File: src/rtl/proj_sweep_ctrl.sv
// proj_sweep_ctrl
// ---------------
// Drives a combinational cone exhaustively under a projection. Variables
// selected by free_mask are swept through every assignment. All other inputs
// are held at base_vec. Each sampled cone output is folded into a ones count,
// a pair of constant-function flags and a 16-bit MISR signature.
//
// Ports
//   clk, rst_n            clock (rising edge), asynchronous active-low reset
//   start                 begin a sweep; accepted only in IDLE
//   abort                 stop a sweep; return to IDLE without a done pulse
//   base_vec, free_mask   captured on an accepted start
//   eval_x                registered vector applied to the cone inputs
//   eval_y                cone output
//   busy, done            sweep in progress / one-cycle completion pulse
//   ones_count            number of sampled vectors with eval_y = 1
//   const_zero/const_one  every sampled eval_y was 0 / was 1
//   signature             MISR over the sampled eval_y sequence
//   dbg_state             current FSM state (IDLE=0, DRIVE=1, SAMPLE=2, FINISH=3)
//
// Handshake: start is a request taken in IDLE only, and abort takes priority
// over it. An accepted request raises busy on the following cycle. busy stays
// high until the sweep ends. A normal end gives a single done cycle, after
// which the results hold until the next accepted start. abort during busy
// ends the sweep on the next cycle with no done pulse.

module proj_sweep_ctrl #(
  parameter int N_IN       = 17,
  parameter int SETTLE_CYC = 1,
  parameter int CNT_W      = 18
) (
  input  logic             clk,
  input  logic             rst_n,
  input  logic             start,
  input  logic             abort,
  input  logic [N_IN-1:0]  base_vec,
  input  logic [N_IN-1:0]  free_mask,
  output logic [N_IN-1:0]  eval_x,
  input  logic             eval_y,
  output logic             busy,
  output logic             done,
  output logic [CNT_W-1:0] ones_count,
  output logic             const_zero,
  output logic             const_one,
  output logic [15:0]      signature,
  output logic [1:0]       dbg_state
);

  typedef enum logic [1:0] {
    IDLE   = 2'd0,
    DRIVE  = 2'd1,
    SAMPLE = 2'd2,
    FINISH = 2'd3
  } state_e;

  // With no settle time a new vector is sampled in the very next cycle.
  localparam state_e     VEC_ENTRY   = (SETTLE_CYC == 0) ? SAMPLE : DRIVE;
  localparam logic [3:0] SETTLE_LAST = (SETTLE_CYC > 0) ? 4'(SETTLE_CYC - 1) : 4'd0;

  state_e          state_q, state_d;
  logic [N_IN-1:0] fixed_q;    // base_vec with the swept positions cleared
  logic [N_IN-1:0] mask_q;
  logic [N_IN-1:0] cnt_q;      // sweep counter, 0 .. 2^k-1
  logic [3:0]      settle_q;

  logic            start_acc;
  logic            sample_fire;
  logic            abort_busy;
  logic            is_last;
  logic [N_IN-1:0] cnt_next;
  logic [N_IN-1:0] next_vec;

  // Scatter the low bits of val onto the set positions of msk, LSB first.
  function automatic logic [N_IN-1:0] deposit(input logic [N_IN-1:0] val,
                                              input logic [N_IN-1:0] msk);
    logic [N_IN-1:0] r;
    int              j;
    r = '0;
    j = 0;
    for (int i = 0; i < N_IN; i++) begin
      if (msk[i]) begin
        r[i] = val[j];
        j    = j + 1;
      end
    end
    return r;
  endfunction

  // The terminal count 2^k-1 deposits to exactly the mask. This check does
  // not need k and it cannot wrap, even when all N_IN inputs are swept.
  assign is_last  = (deposit(cnt_q, mask_q) == mask_q);
  assign cnt_next = cnt_q + {{(N_IN-1){1'b0}}, 1'b1};
  assign next_vec = fixed_q | deposit(cnt_next, mask_q);

  assign busy      = (state_q == DRIVE) || (state_q == SAMPLE);
  assign done      = (state_q == FINISH);
  assign dbg_state = state_q;

  always_ff @(posedge clk or negedge rst_n) begin
    if (!rst_n) begin
      state_q <= IDLE;
    end else begin
      state_q <= state_d;
    end
  end

  always_comb begin
    state_d     = state_q;
    start_acc   = 1'b0;
    sample_fire = 1'b0;
    abort_busy  = 1'b0;
    case (state_q)
      IDLE: begin
        if (start && !abort) begin
          start_acc = 1'b1;
          state_d   = VEC_ENTRY;
        end
      end
      DRIVE: begin
        if (abort) begin
          abort_busy = 1'b1;
          state_d    = IDLE;
        end else if (settle_q == SETTLE_LAST) begin
          state_d = SAMPLE;
        end
      end
      SAMPLE: begin
        if (abort) begin
          abort_busy = 1'b1;
          state_d    = IDLE;
        end else begin
          sample_fire = 1'b1;
          state_d     = is_last ? FINISH : VEC_ENTRY;
        end
      end
      FINISH: begin
        state_d = IDLE;
      end
      default: begin
        state_d = IDLE;
      end
    endcase
  end

  // Settle timer restarts every time DRIVE is entered.
  always_ff @(posedge clk or negedge rst_n) begin
    if (!rst_n) begin
      settle_q <= 4'd0;
    end else if (state_q == DRIVE) begin
      settle_q <= settle_q + 4'd1;
    end else begin
      settle_q <= 4'd0;
    end
  end

  always_ff @(posedge clk or negedge rst_n) begin
    if (!rst_n) begin
      fixed_q    <= '0;
      mask_q     <= '0;
      cnt_q      <= '0;
      eval_x     <= '0;
      ones_count <= '0;
      const_zero <= 1'b0;
      const_one  <= 1'b0;
      signature  <= 16'hFFFF;
    end else if (start_acc) begin
      fixed_q    <= base_vec & ~free_mask;
      mask_q     <= free_mask;
      cnt_q      <= '0;
      eval_x     <= base_vec & ~free_mask;   // counter 0 deposits nothing
      ones_count <= '0;
      const_zero <= 1'b1;
      const_one  <= 1'b1;
      signature  <= 16'hFFFF;
    end else if (sample_fire) begin
      ones_count <= ones_count + {{(CNT_W-1){1'b0}}, eval_y};
      const_zero <= const_zero & ~eval_y;
      const_one  <= const_one & eval_y;
      signature  <= {signature[14:0],
                     signature[15] ^ signature[13] ^ signature[12] ^ signature[10] ^ eval_y};
      if (!is_last) begin
        cnt_q  <= cnt_next;
        eval_x <= next_vec;
      end
    end else if (abort_busy) begin
      // Partial results of an aborted sweep must not look like a constant function.
      const_zero <= 1'b0;
      const_one  <= 1'b0;
    end
  end

endmodule

File: config.mk
export PLATFORM = sky130hd
export DESIGN_NAME = proj_sweep_ctrl
export DESIGN_NICKNAME = d
export VERILOG_FILES = /design/src/rtl/proj_sweep_ctrl.sv
export SDC_FILE = /design/constraint.sdc
export NUM_CORES = 1
export LEC_CHECK = 0
export ABC_AREA = 0
export CAP_MARGIN = 25
export CORE_UTILIZATION = 40
export DETAILED_ROUTE_END_ITERATION = 12
export HOLD_SLACK_MARGIN = 0.06
export PLACE_DENSITY = 0.68
export SYNTH_ARGS = -nofsm -noshare
export SYNTH_HDL_FRONTEND = slang
export SYNTH_SLANG_ARGS = --single-unit
File: constraint.sdc
create_clock -name clk -period 22.2 [get_ports clk]
set_input_delay 4.44 -clock clk [delete_from_list [all_inputs] [get_ports clk]]
set_output_delay 4.44 -clock clk [all_outputs]
set_load 0.01 [all_outputs]
* Word level (Yosys, flattened, before mapping)
Cells that the tools add are included.
** Word-level totals
- Register bits after elaboration :: 110
- Input port bits :: 39
- Output and inout bits :: 57
- Word-level logic and storage cells :: 245
** Cells by class
- $add $sub $neg :: 18
- $lt $le $gt $ge :: 16
- Equality and inequality tests :: 7
- Mux-type cells :: 174
- Bitwise logic cells :: 10
- Reduce and logical (&&, ||, !) cells :: 10
** Operator list (number)
- 32-bit by 7-bit less-than comparator with 1-bit output, second input constant :: 16
- 32-bit by 2-bit adder with 32-bit output, second input constant :: 15
- 32-bit two-way mux :: 15
- 1-bit binary-select mux with 5-bit select :: 32
- 1-bit two-way mux :: 110
- 17-bit two-way mux :: 6
- 18-bit two-way mux :: 2
- 16-bit two-way mux :: 2
- 18-bit by 1-bit adder with 18-bit output :: 1
- 17-bit by 1-bit adder with 17-bit output, second input constant :: 1
- 17-bit AND :: 1
- 17-bit == test :: 1
- 17-bit NOT :: 1
- 17-bit bitwise OR :: 1
- 2-bit two-way mux :: 5
- 2-bit one-hot mux with 4 select lines :: 1
- 4-bit by 1-bit adder with 4-bit output, second input constant :: 1
- 2-bit == test, second input constant :: 2
- 4-bit zero test :: 1
- 4-bit two-way mux :: 1
- 2-bit inequality test, second input constant :: 2
- 2-bit AND reduction :: 2
- 1-bit bitwise XOR :: 4
- 3-bit by 2-bit inequality test with 1-bit output, second input constant :: 1
- 10 further kinds :: 11

* Depth between registers and ports, before layout
- Depth in word-level cells :: 39
- Gate-level depth with buffers :: 69
- Depth with buffers taken out :: 63

* Worst setup path before layout
OpenSTA, ideal clock, no wires.
- Path type :: reg-to-reg
- Start point :: register mask_q[0]
- End point :: register cnt_q[15]
- Setup time :: 0.132 ns
- Arrival :: 14.785 ns
- Data required time :: 22.068 ns
- Path slack :: 7.283 ns
- Stages on the path, launching flop included :: 68
- Path buffers :: 6
- Period minus slack after synthesis :: 14.917 ns
- Cells stage by stage :: dfrtp_1 inv_1 ha_1 xor2_1 clkbuf_1 ha_1 nand2_1 o31ai_2 xnor2_2 inv_1 ha_1 nand2_1 o21a_1 inv_1 ha_1 nand2b_1 o31ai_1 inv_1 (+32 left out) a21oi_1 inv_1 ha_1 mux2i_2 inv_1 ha_1 nand2_1 xor2_1 xnor2_1 o221a_2 a311o_1 a21oi_1 o32a_1 o31ai_2 buf_4 buf_6 mux2i_1 nor2_1
** On the way
- Cells in the longest elaborated chain, start to end :: 38
- Elaborated cells between the ends (all ways) :: 99
- Classes of those cells :: add/sub (15); eq/ne (2); mux (81); reduce/logical (1)
** Ends and longest elaborated chain
- start: declaration :: line 62 : logic [N_IN-1:0] mask_q;
- start signal: assignment :: line 168 : mask_q <= free_mask;
- 1-bit two-way mux :: line 81 : if (msk[i]) begin
- 32-bit by 2-bit adder with 32-bit output :: line 83 : j = j + 1;
- 32-bit two-way mux :: line 81
- 32-bit by 2-bit adder with 32-bit output :: line 83
- 32-bit two-way mux :: line 81
- 32-bit by 2-bit adder with 32-bit output :: line 83
- 32-bit two-way mux :: line 81
- 32-bit by 2-bit adder with 32-bit output :: line 83
- (+21 left out)
- 32-bit by 2-bit adder with 32-bit output :: line 83
- 32-bit two-way mux :: line 81
- 1-bit binary-select mux with 5-bit select :: line 82 : r[i] = val[j];
- 1-bit two-way mux (not written as such) (2 in a row) :: line 82
- 1-bit two-way mux :: line 81
- 17-bit == test (*) :: line 91 : assign is_last = (deposit(cnt_q, mask_q) == mask_q);
- 2-bit inequality test (no source line) (*)
- 2-bit AND reduction (no source line) (*)
- end signal: assignment :: line 182 : cnt_q <= cnt_next;
- end: declaration :: line 63 : logic [N_IN-1:0] cnt_q;
Mark *: on every way between the ends. The rest lies on a longest branch, timed or not. The select of a mux whose other input is x is not followed.
A chain may end at the register's enable or synchronous reset.

* Worst setup path in the final report
- Start point :: register mask_q[0]
- End point :: register eval_x[7]
** On the way
- Cells in the longest elaborated chain, start to end :: 38
- Elaborated cells between the ends (all ways) :: 107
- Classes of those cells :: add/sub (15); eq/ne (2); mux (88); bitwise (1); reduce/logical (1)
** Ends and longest elaborated chain
- 1-bit two-way mux :: line 81
- 32-bit by 2-bit adder with 32-bit output :: line 83
- 32-bit two-way mux :: line 81
- 32-bit by 2-bit adder with 32-bit output :: line 83
- 32-bit two-way mux :: line 81
- 32-bit by 2-bit adder with 32-bit output :: line 83
- 32-bit two-way mux :: line 81
- 32-bit by 2-bit adder with 32-bit output :: line 83
- (+21 left out)
- 32-bit by 2-bit adder with 32-bit output :: line 83
- 32-bit two-way mux :: line 81
- 1-bit binary-select mux with 5-bit select :: line 82
- 1-bit two-way mux (not written as such) (2 in a row) :: line 82
- 1-bit two-way mux :: line 81
- 17-bit == test :: line 91
- 2-bit inequality test (no source line)
- 2-bit AND reduction (no source line)
- end signal: assignment :: line 170 : eval_x <= base_vec & ~free_mask;
- end signal: assignment :: line 183 : eval_x <= next_vec;
- end: declaration :: line 38 : output logic [N_IN-1:0] eval_x,
Parallel ways exist; a longest one is shown, timed or not. The select of a mux whose other input is x is not followed.

==> impl_metrics.csv <==
group,metric,value,unit
synthesis,ys_seq_area_share,23.37,%
placement,place_congestion,1.006,
clocking,cts_resized,0,
synthesis,postSynthRegisterBits,110,
placement,numPortBuffers,95,
worst_setup_path,crit_arrival,17.45,ns
worst_setup_path,critPathMostFrequentCell,"sky130_fd_sc_hd__ha_1",
synthesis,yosysTopAreaCell,"sky130_fd_sc_hd__dfrtp_1",
worst_setup_path,crit_slowest_cell,"sky130_fd_sc_hd__xor2_1",
synthesis,synth_top_area_share,19.83,%
layout,layout.cells.most_common,"sky130_fd_sc_hd__nand2_1",
clocking,cts_hold_repair.buffers,0,
worst_setup_path,critical_path.max_fanout,47,
floorplanning,die_w,174.2,µm
route,dr.max_layer_used,"met4",
job,maxCapViolCount,0,
synthesis,synth.avg_cell_area,7.904,µm²
route,wl_met2,19030,µm
synthesis,number_of_enable_type_register_cells_in_the_synthesized_netlist,0,
clocking,h-tree-depth,3,
worst_setup_path,regToRegEndpoint,"eval_x[7]$_DFFE_PN0P_",
timing,post-route-period-util,77.67,%
timing,final-setup-viol-count,0,
timing,rsz0062_at_grt,"false",
floorplanning,die_h,174.2,µm
route,wirelength_met1,18100,µm
synthesis,syn_area,11860,µm²
route,post-route-drc-count,0,
clocking,cts-root-to-sink-buffers,2,
worst_setup_path,worst_path_largest_cell_delay,0.79,ns
timing,slew_violations,0,
clocking,tritoncts,"built",
worst_setup_path,reg2reg_from,"mask_q[0]$_DFFE_PN0P_",
route,route.vias.total,12323,
worst_setup_path,crit_start,"mask_q[0]$_DFFE_PN0P_",
timing,max-slew-margin-rel,25.10,%
worst_setup_path,r2r_slack,4.96,ns
route,detail_route.vias_per_cell,6.408,
worst_setup_path,timing.critical_path.required,22.41,ns
status,status,"finished clean",
worst_setup_path,timing.critical_path.to,"eval_x[7]$_DFFE_PN0P_",
floorplanning,io_pins,96,
min_path,worstHoldPathType,"register to register",
synthesis,synth.net_count,1563,
synthesis,post_synth_main_area_contributors,"sky130_fd_sc_hd__dfrtp_1 20%, sky130_fd_sc_hd__nand2_1 7.4%, sky130_fd_sc_hd__mux4_2 6.1%",
floorplanning,starting_density_of_the_core,41.00,%
layout,final_area,13510,µm²
grt,maximum_number_of_pins_on_one_net_before_global_route_repair,60,
layout,highest_count_cells_in_the_layout_ignoring_fill_and_taps,"235 x sky130_fd_sc_hd__nand2_1, 154 x sky130_fd_sc_hd__nor2_1, 98 x sky130_fd_sc_hd__a21oi_1",
synthesis,synth.yosys.warnings,0,
synthesis,ys_async_sr_fraction,100.0,%
timing,skew,0.01018,ns
route,initial_drt_markers,1869,
clocking,cts_sinks,110,
layout,antenna_cells,0,
timing,highest_clock_rate,58.00,MHz
route,finalWirelength,44560,µm
timing,finalWorstPathRequiredPeriod,17.24,ns
floorplanning,rows,62,
layout,syn2layout_area_growth,13.89,%
route,antenna_left,0,
worst_setup_path,worst-r2r-cell-count,67,
timing,hold_viol_final,0,
min_path,worst_hold_startpoint,"fixed_q[16]$_DFFE_PN0P_",
route,met3_length,4781,µm
grt,grt_overall_usage,28.91,%
clocking,worst_skew_pair.late_latency,0.36,ns
grt,grt_pass1_vias,11083,
worst_setup_path,worst-setup-path-type,"register to register",
grt,grt_overflow,0,
placement,dpl.hpwl,31000,µm
synthesis,syn-instance-count,1501,
clocking,cts.root.buffer_cell,"sky130_fd_sc_hd__clkbuf_16",
clocking,cts_made_buffers,9,
grt,grt_first_pass_wirelength,67570,µm
timing,worst_margin_pin_slew,1.124,ns
floorplanning,dieArea,30350,µm²
synthesis,synth.lib_cells_used.distinct,91,
clocking,cts.repair_timing.setup_buffer_count,0,
synthesis,ys.flop_type,"sky130_fd_sc_hd__dfrtp_1",
worst_setup_path,critical_path.endpoint_type,"register",
route,drt_first_pass_iters,6,
grt,number_of_antenna_violations_at_the_first_check_in_global_routing,0,
placement,dpl_cell_area,13190,µm²
timing,totalNegativeSetupSlack,0,ns
worst_setup_path,critPathLaunchType,"register",
layout,layout-drive-gt1-share,12.09,%
clocking,clk_pin_slew,0.08,ns
layout,num-nets-final,1596,
floorplanning,coreArea,28940,µm²
route,mean_routed_wirelength_per_cell,23.17,µm
registers in the layout, summed over array words and instances, names as in the netlist:
name / cells
ones_count: 18
cnt_q: 17
eval_x: 17
fixed_q: 17
mask_q: 17
signature: 16
settle_q: 4
dbg_state: 2
const_one: 1
const_zero: 1
through the flow:
step / worst slack [ns] / util [%] / hold slack (ns) / instances
4_1_cts: 4.400 / 46.62 / 0.4898 / 1920
6_report: 4.957 / 46.70 / 0.4822 / 1923
3_5_place_dp: 4.475 / 45.57 / 0.4739 / 1904
2_1_floorplan: 7.283 / - / 0.4345 / 1501
3_3_place_gp: 5.151 / 45.57 / 0.4562 / 1904
5_1_grt: 3.908 / 46.70 / 0.5128 / 1923
final cells by class:
class	instances	area, µm²
Fill cell	2799	15420
Multi-Input combinational cell	1221	8484
Sequential cell	110	2773
Timing Repair Buffer	137	1264
Tap cell	384	480.5
Clock buffer	11	232.7
Inverter	55	206.4
Clock inverter	5	71.32
critical path, delay by kind of cell, from the launching register on:
family          cells  cell delay, ns
compound gates     17            3.84
xor+xnor            2            1.17
fa+ha+maj          13            4.30
buf+inv            18            3.66
flops               1            0.44
mux                 4            1.37
simple gates       13            2.24
layer usage:
layer	vias to the layer above	track usage (%)
li1	5513	-
met1	5839	39.47
met2	784	43.26
met3	187	5.731
met4	0	14.69
met5	-	0
how the worst min path moves through the flow:
stage	to	cells past startpoint
after global routing	fixed_q[13]$_DFFE_PN0P_	2
after floorplan	fixed_q[16]$_DFFE_PN0P_	2
after CTS	settle_q[0]$_DFF_PN0_	1
after global placement	fixed_q[13]$_DFFE_PN0P_	2
after detailed placement	fixed_q[13]$_DFFE_PN0P_	2
final	fixed_q[16]$_DFFE_PN0P_	2
logic make-up after synthesis:
kind of cell,synth area share [%]
adders and majority gates,2.426
AOI/OAI and AO/OA,22.82
and+or+nand+nor,23.55
buffers and inverters,5.811
muxes,10.57
DFF,23.37
xor gates and xnor gates,11.45
cells in the mapped netlist (10+ instances only):
| cell type | number |
|---|---|
| sky130_fd_sc_hd__a211oi_1 | 66 |
| sky130_fd_sc_hd__a21oi_1 | 98 |
| sky130_fd_sc_hd__a31oi_1 | 20 |
| sky130_fd_sc_hd__and3_1 | 14 |
| sky130_fd_sc_hd__buf_1 | 10 |
| sky130_fd_sc_hd__buf_2 | 14 |
| sky130_fd_sc_hd__clkbuf_1 | 85 |
| sky130_fd_sc_hd__dfrtp_1 | 94 |
| sky130_fd_sc_hd__dfstp_2 | 16 |
| sky130_fd_sc_hd__ha_1 | 23 |
| sky130_fd_sc_hd__inv_1 | 45 |
| sky130_fd_sc_hd__mux2i_1 | 41 |
| sky130_fd_sc_hd__mux4_2 | 32 |
| sky130_fd_sc_hd__nand2_1 | 235 |
| sky130_fd_sc_hd__nand2b_1 | 11 |
| sky130_fd_sc_hd__nand3_1 | 50 |
| sky130_fd_sc_hd__nand3b_1 | 16 |
| sky130_fd_sc_hd__nand4_1 | 14 |
| sky130_fd_sc_hd__nor2_1 | 155 |
| sky130_fd_sc_hd__nor3_1 | 24 |
| sky130_fd_sc_hd__nor3b_1 | 18 |
| sky130_fd_sc_hd__o211ai_1 | 26 |
| sky130_fd_sc_hd__o21ai_0 | 73 |
| sky130_fd_sc_hd__o21ai_1 | 11 |
| sky130_fd_sc_hd__or3_1 | 17 |
| sky130_fd_sc_hd__xnor2_1 | 56 |
| sky130_fd_sc_hd__xnor2_2 | 11 |
| sky130_fd_sc_hd__xor2_1 | 26 |
Power is not shown: default switching activity piles up to over one toggle a cycle in this logic, so the estimate is an artifact.
